## config.mk

```make
export PLATFORM = sky130hd
export DESIGN_NAME = axi4_burst_master
export DESIGN_NICKNAME = d
export VERILOG_FILES = /design/src/rtl/axi4_burst_master.sv
export SDC_FILE = /design/constraint.sdc
export NUM_CORES = 1
export LEC_CHECK = 0
export ABC_AREA = 1
export CELL_PAD_IN_SITES_DETAIL_PLACEMENT = 0
export CELL_PAD_IN_SITES_GLOBAL_PLACEMENT = 1
export CORE_MARGIN = 2
export CORE_UTILIZATION = 19
export DETAILED_ROUTE_END_ITERATION = 6
export PLACE_DENSITY = 0.84
export SLEW_MARGIN = 0
export SYNTH_ARGS = -nofsm -noshare
export SYNTH_HDL_FRONTEND = slang
export SYNTH_SLANG_ARGS = --single-unit
```

## constraint.sdc

```tcl
create_clock -name ACLK -period 1.4 [get_ports ACLK]
set_clock_uncertainty 0.1 [all_clocks]
set_input_delay 0.28 -clock ACLK [delete_from_list [all_inputs] [get_ports ACLK]]
set_output_delay 0.28 -clock ACLK [all_outputs]
set_load 0.005 [all_outputs]
```

## src/rtl/axi4_burst_master.sv

```systemverilog
// Single-outstanding AXI4 INCR burst initiator: one client command becomes one AW/W/B or AR/R burst.
// Define AXI4_MST_4K_CHECK_EN to reject bursts that would cross a 4KB boundary (done_resp=SLVERR, no bus traffic).
module axi4_burst_master #(
  parameter int DATA_WIDTH = 32,
  parameter int ADDR_WIDTH = 16
) (
  input  logic                  ACLK,
  input  logic                  ARESET,
  input  logic                  cmd_valid,
  output logic                  cmd_ready,
  input  logic                  cmd_write,
  input  logic [ADDR_WIDTH-1:0] cmd_addr,
  input  logic [7:0]            cmd_len,
  input  logic [DATA_WIDTH-1:0] wr_data,
  input  logic                  wr_data_valid,
  output logic                  wr_data_ready,
  output logic [DATA_WIDTH-1:0] rd_data,
  output logic                  rd_data_valid,
  output logic                  rd_data_last,
  input  logic                  rd_data_ready,
  output logic                  done,
  output logic [1:0]            done_resp,
  output logic                  busy,
  output logic [ADDR_WIDTH-1:0] AWADDR,
  output logic [7:0]            AWLEN,
  output logic [2:0]            AWSIZE,
  output logic                  AWVALID,
  input  logic                  AWREADY,
  output logic [DATA_WIDTH-1:0] WDATA,
  output logic                  WVALID,
  output logic                  WLAST,
  input  logic                  WREADY,
  input  logic [1:0]            BRESP,
  input  logic                  BVALID,
  output logic                  BREADY,
  output logic [ADDR_WIDTH-1:0] ARADDR,
  output logic [7:0]            ARLEN,
  output logic [2:0]            ARSIZE,
  output logic                  ARVALID,
  input  logic                  ARREADY,
  input  logic [DATA_WIDTH-1:0] RDATA,
  input  logic [1:0]            RRESP,
  input  logic                  RLAST,
  input  logic                  RVALID,
  output logic                  RREADY
);

  typedef enum logic [2:0] {S_IDLE, S_AW, S_W, S_B, S_AR, S_R} state_t;

  state_t                state_q, state_d;
  logic [ADDR_WIDTH-1:0] addr_q, addr_d;
  logic [7:0]            len_q, len_d;
  logic [7:0]            cnt_q, cnt_d;
  logic [1:0]            resp_q, resp_d;
  logic                  rlast_err_q, rlast_err_d;
  logic                  done_q, done_d;
  logic [1:0]            done_resp_q, done_resp_d;
  logic [1:0]            rresp_merged;
  logic                  rlast_bad;
`ifdef AXI4_MST_4K_CHECK_EN
  logic [13:0]           burst_end;
`endif

  always_ff @(posedge ACLK or posedge ARESET) begin
    if (ARESET) begin
      state_q     <= S_IDLE;
      addr_q      <= '0;
      len_q       <= '0;
      cnt_q       <= '0;
      resp_q      <= 2'b00;
      rlast_err_q <= 1'b0;
      done_q      <= 1'b0;
      done_resp_q <= 2'b00;
    end else begin
      state_q     <= state_d;
      addr_q      <= addr_d;
      len_q       <= len_d;
      cnt_q       <= cnt_d;
      resp_q      <= resp_d;
      rlast_err_q <= rlast_err_d;
      done_q      <= done_d;
      done_resp_q <= done_resp_d;
    end
  end

  always_comb begin
    state_d      = state_q;
    addr_d       = addr_q;
    len_d        = len_q;
    cnt_d        = cnt_q;
    resp_d       = resp_q;
    rlast_err_d  = rlast_err_q;
    done_d       = 1'b0;
    done_resp_d  = done_resp_q;
    // SLVERR dominates; otherwise the first non-OKAY response sticks
    rresp_merged = (resp_q == 2'b10 || RRESP == 2'b10) ? 2'b10 :
                   (resp_q != 2'b00) ? resp_q : RRESP;
    rlast_bad    = rlast_err_q | (RLAST != (cnt_q == 8'd0));
`ifdef AXI4_MST_4K_CHECK_EN
    burst_end    = {2'b00, cmd_addr[11:2], 2'b00} + {4'b0000, cmd_len, 2'b00} + 14'd4;
`endif
    case (state_q)
      S_IDLE: begin
        if (cmd_valid && cmd_ready) begin
          addr_d      = {cmd_addr[ADDR_WIDTH-1:2], 2'b00};
          len_d       = cmd_len;
          cnt_d       = cmd_len;
          resp_d      = 2'b00;
          rlast_err_d = 1'b0;
`ifdef AXI4_MST_4K_CHECK_EN
          if (burst_end > 14'd4096) begin
            done_d      = 1'b1;
            done_resp_d = 2'b10;
          end else begin
            state_d = cmd_write ? S_AW : S_AR;
          end
`else
          state_d = cmd_write ? S_AW : S_AR;
`endif
        end
      end
      S_AW: if (AWREADY) state_d = S_W;
      S_AR: if (ARREADY) state_d = S_R;
      S_W: begin
        if (wr_data_valid && WREADY) begin
          if (cnt_q == 8'd0) state_d = S_B;
          else               cnt_d   = cnt_q - 8'd1;
        end
      end
      S_B: begin
        if (BVALID) begin
          done_d      = 1'b1;
          done_resp_d = BRESP;
          state_d     = S_IDLE;
        end
      end
      S_R: begin
        if (RVALID && rd_data_ready) begin
          resp_d      = rresp_merged;
          rlast_err_d = rlast_bad;
          if (cnt_q == 8'd0) begin
            done_d      = 1'b1;
            done_resp_d = rlast_bad ? 2'b10 : rresp_merged;
            state_d     = S_IDLE;
          end else begin
            cnt_d = cnt_q - 8'd1;
          end
        end
      end
      default: state_d = S_IDLE;
    endcase
  end

  always_comb begin
    cmd_ready     = (state_q == S_IDLE) && !ARESET;
    busy          = (state_q != S_IDLE);
    done          = done_q;
    done_resp     = done_resp_q;
    AWADDR        = addr_q;
    AWLEN         = len_q;
    AWSIZE        = 3'b010;
    AWVALID       = (state_q == S_AW);
    ARADDR        = addr_q;
    ARLEN         = len_q;
    ARSIZE        = 3'b010;
    ARVALID       = (state_q == S_AR);
    WVALID        = (state_q == S_W) && wr_data_valid;
    WDATA         = (state_q == S_W) ? wr_data : '0;
    WLAST         = (state_q == S_W) && (cnt_q == 8'd0);
    wr_data_ready = (state_q == S_W) && WREADY;
    BREADY        = (state_q == S_B);
    RREADY        = (state_q == S_R) && rd_data_ready;
    rd_data       = RDATA;
    rd_data_valid = (state_q == S_R) && RVALID;
    rd_data_last  = rd_data_valid && (cnt_q == 8'd0);
  end

endmodule

```

Word level (Yosys, flattened, before mapping)
Index checks and enable logic that the tools add are counted.

word-level totals
  bits in registers = 39
  input bits = 104
  word-level logic and storage cells = 83

operators by class
  add/sub/neg operators = 1
  equality and inequality tests = 16
  mux-type cells = 33
  bitwise operators = 1
  reductions and logical operators = 24

operators with widths
  cell                   number
  $mux W32               1
  $mux W8                4
  $mux W3                9
  $pmux W8 S3            1
  $pmux W3 S6            1
  $mux W2                8
  $ne A2 B2 Y1 const B   6
  $logic_and A1 B1 Y1    10
  $logic_not A8 Y1       1
  $pmux W2 S2            2
  $reduce_and A4 Y1      2
  $reduce_and A8 Y1      1
  $sub A8 B1 Y8 const B  1
  $eq A3 B2 Y1 const B   2
  $eq A3 B3 Y1 const B   2
  $reduce_bool A2 Y1     3
  $reduce_bool A3 Y1     2
  $mux W1                5
  $eq A2 B2 Y1 const B   2
  $ne A2 B1 Y1 const B   2
  $pmux W1 S2            2
  $eq A3 B1 Y1 const B   1
  $logic_not A3 Y1       1
  $reduce_and A3 Y1      1
  other kinds (5)        5

Longest topological paths before layout
  word-level depth = 7
  depth in mapped cells = 11
  depth with buffers taken out = 10

Worst setup path after synthesis
Ideal clock, no wire load.

  path type = input -> register
  start = in ARESET
  end = reg cnt_q[1]
  arrival = 1.769 ns
  slack = -0.593 ns
  cell stages on the path = 7
  cell sequence = inv_1 > a21oi_2 > nor2_4 > nand2_2 > buf_6 > nand2_2 > o21ai_2

on the way
  word-level cells in the longest chain between the ends = 5

ends and longest elaborated chain
  item                                RTL line  text
  start, declared                     8         input logic ARESET,
  $logic_not A1 Y1                    155       cmd_ready = (state_q == S_IDLE) && !ARESET;
  $logic_and A1 B1 Y1                 155
  $logic_and A1 B1 Y1                 104       if (cmd_valid && cmd_ready) begin
  $ne A2 B2 Y1 (no source line)       --
  $reduce_and A4 Y1 (no source line)  --
  end signal, assigned                78        cnt_q <= cnt_d;
  end, declared                       53        logic [7:0] cnt_q, cnt_d;

Every way passes these cells.
A chain may end at the register's enable or synchronous reset.

Worst setup path after layout
  start = reg state_q[2]
  end = out WDATA[30]

on the way
  word-level cells in the longest chain between the ends = 2

ends and longest elaborated chain
  item                    RTL line  text
  start, declared         50        state_t state_q, state_d;
  start signal, assigned  75        state_q <= state_d;
  $eq A3 B2 Y1            168       WDATA = (state_q == S_W) ? wr_data : '0;
  $mux W32                168
  end, declared           29        output logic [DATA_WIDTH-1:0] WDATA,

Every way passes these cells.

==> results.md <==
* Clock sinks at 39
* Final Critical Period at 1.90 ns
* Leak pwr at 3.05 nW
* WP data arrival at 1.52 ns
* CTS tree: yes
* Residual DRC at 0
* Multiplexer share of the synthesized area at 0%
* Worst setup path class: reg2out
* Worst min path class: reg2reg
* Slew margin rel. at 64.0%
* Fill cells at 1548
* Cells after synthesis at 431
* Status: finished with violations
* Num CTS Buffers at 5
* Design Area, Final at 5820 µm²
* VDD IR max at 0.803 mV
* Final nets at 734
* Port buffer count at 159
* Top-level I/O count at 236
* Starting DRT DRC Count at 102
* Synth Register Bits at 39
* Worst Setup Start Kind: flop
* FMAX at 0.527 GHz
* Synthesis warning total at 0
* GRT overflow at 0
* Max_cap viols at 0
* XOR/XNOR share of the synthesized area at 0%
* Placed Area at 4870 µm²
* Initial antenna violation count at 0
* H-tree levels at 2
* # rows at 45
* Post-synthesis sequential area ratio at 33.1%
* Post-Synth Simple-Gate Area at 31.0%
* Period utilization at 136%
* Root Driver: clkbuf_16
* TNS Setup at -30.25 ns
* Post-synthesis cell type count at 32
* Drt pass-1 iters at 4
* # hold bufs at CTS at 0
* RSZ-0062 raised after global routing: true
* Final ANT Viol Nets at 0
* Max Slew Vio Count at 0
* Layout cells sized above 1 at 43.2%
* Post-synthesis adder-cell area fraction at 0.848%
* Core area at 15200 µm²
* Via count at 3207
* Cell Area, Synth at 2950 µm²
* Skew-Pair Late Insertion Delay at 0.29 ns
* Antenna fix cells at 0
* Mapped Avg Cell Area at 6.85 µm²
* PwrDens at 1790 nW/µm²
* DPL Wire Length at 7410 µm
* Finished Core Util at 38.3%
* Worst slew pin tran at 0.540 ns
* GPL Wtd Cong at 0.779
* Die X at 129 µm
* P&R area growth vs syn at 97.2%
* Setup violations, final at 82
* Die area at 16500 µm²
* Final WL at 10600 µm
* Via/cell ratio at 3.93
* Largest family of logic cells by synthesized area: simple AND/OR/NAND/NOR gates
* WP data required at 1.02 ns
* Crit Path Max Fanout at 7
* First-pass GRT wire length at 15800 µm
* Failing checks: negative setup slack
* Clock-pin slew on the worst setup and hold paths at 0.06 ns
* Die H at 129 µm
* CTS Buffer Depth at 2
* Initial Utilization at 19.4%
* Largest net degree at the start of global routing at 40
* Worst setup margin at -0.498 ns
* Post-place setup slack at -0.507 ns
* Final hold vios at 0
* Routed wire length per instance at 13.0 µm
* Vias in the first global route at 3152
* Total Routing Usage GR at 12.3%
* CP Capture Type: primary output
* Synth Area in Compound Gates at 6.40%
sequential cells by signal (all words and copies together), names as in the netlist:
signal and cells:
ARADDR 14, ARLEN 8, cnt_q 8, state_q 3, done_resp 2, resp_q 2, done 1, rlast_err_q 1
report_power, final:
part           internal (mW)  switching, mW
clock network          0.758          0.475
registers               1.65          0.403
logic                   3.90           3.23
timing repair:
action,in CTS,in global routing
setup buffers,43,3
endpoints found under the setup margin,129,89
pin swaps,12,18
resized for setup,314,70
hold endpoints to repair,0,0
gates cloned,7,1
cell usage in the layout, fill, tap and decap left out, types with 5 or more instances in the layout:
cell,Yosys,layout
dlygate4sd2_1,0,40
conb_1,2,10
buf_6,7,41
nand2_2,7,27
clkdlybuf4s50_1,0,69
o21ai_0,12,5
buf_4,64,44
clkbuf_2,0,7
inv_1,64,62
clkbuf_16,0,6
nand2_1,126,93
nand2_4,2,12
buf_12,0,7
nand3_1,11,9
nor2_1,53,14
nor2_4,2,40
buf_2,1,39
o21ai_1,2,7
buf_16,0,7
o21ai_2,5,6
dfrtp_1,39,36
through the flow:
step / power (mW) / instances / hold WS [ns]
after detailed placement: 7.78 / 757 / 0.365
after global placement: 7.75 / 757 / 0.364
after global routing: 11.2 / 817 / 0.411
after CTS: 10.2 / 814 / 0.382
after floorplan: 5.21 / 439 / 0.168
final: 10.4 / 817 / 0.375
worst max-delay path, stage by stage (launching register included):
cell	delay, ns
dfrtp_2	0.45
nor2_8	0.16
nand2_8	0.13
buf_12	0.17
buf_6	0.11
nor2_4	0.09
buf_2	0.12
synthesized netlist by cell type:
| master | number | area (µm²) |
|---|---|---|
| a21boi_0 | 1 | 7.51 |
| a21boi_1 | 1 | 7.51 |
| a21oi_1 | 5 | 25.0 |
| a21oi_2 | 1 | 8.76 |
| a31oi_1 | 3 | 18.8 |
| buf_2 | 1 | 5.00 |
| buf_4 | 64 | 480 |
| buf_6 | 7 | 78.8 |
| clkbuf_1 | 4 | 15.0 |
| conb_1 | 2 | 7.51 |
| dfrtp_1 | 39 | 976 |
| ha_1 | 2 | 25.0 |
| inv_1 | 64 | 240 |
| inv_2 | 3 | 11.3 |
| inv_4 | 1 | 6.26 |
| nand2_1 | 126 | 473 |
| nand2_2 | 7 | 43.8 |
| nand2_4 | 2 | 22.5 |
| nand3_1 | 11 | 55.1 |
| nand3_4 | 1 | 17.5 |
| nand3b_1 | 3 | 22.5 |
| nand4_1 | 1 | 6.26 |
| nor2_1 | 53 | 199 |
| nor2_2 | 2 | 12.5 |
| nor2_4 | 2 | 22.5 |
| nor2_8 | 1 | 20.0 |
| nor3_1 | 3 | 15.0 |
| o21a_1 | 1 | 7.51 |
| o21ai_0 | 12 | 60.1 |
| o21ai_1 | 2 | 10.0 |
| o21ai_2 | 5 | 43.8 |
| or2_2 | 1 | 6.26 |
cell families after synthesis:
| group | after synthesis |
|---|---|
| flip-flops | 39 |
| other | 2 |
| adder cells (fa/ha/maj) | 2 |
| AO/OA/AOI/OAI | 31 |
| buffers and inverters | 144 |
| AND/OR/NAND/NOR | 213 |
final cells by class:
class,count,area [µm²],area share (%)
timing repair buffer,258,2470,42.4
multi-input combinational,256,1700,29.2
sequential,39,980,16.8
inverter,68,277,4.75
tap,188,235,4.04
clock buffer,7,153,2.62
clock inverter,1,7.51,0.129
final timing paths:
path                         endpoint  slack [ns]        from  cells past startpoint
hold / removal               cnt_q[0]        0.38    cnt_q[0]                      2
setup / recovery            WDATA[30]       -0.50  state_q[2]                      6
hold reg to reg              cnt_q[0]        0.38    cnt_q[0]                      2
max in group asynchronous  state_q[0]        0.24      ARESET                      3
setup reg to reg           state_q[0]       -0.48  state_q[0]                     13
min in group asynchronous   ARADDR[8]        0.57      ARESET                      3
metal layers:
metal	vias to the layer above	global-route usage (%)	part of all wire, %
li1	1595	-	-
met1	1458	13.3	37
met2	128	23.1	52
met3	26	3.53	8.7
met4	0	3.96	2.5
met5	-	0	0
Power figures use the tool's default switching activity.
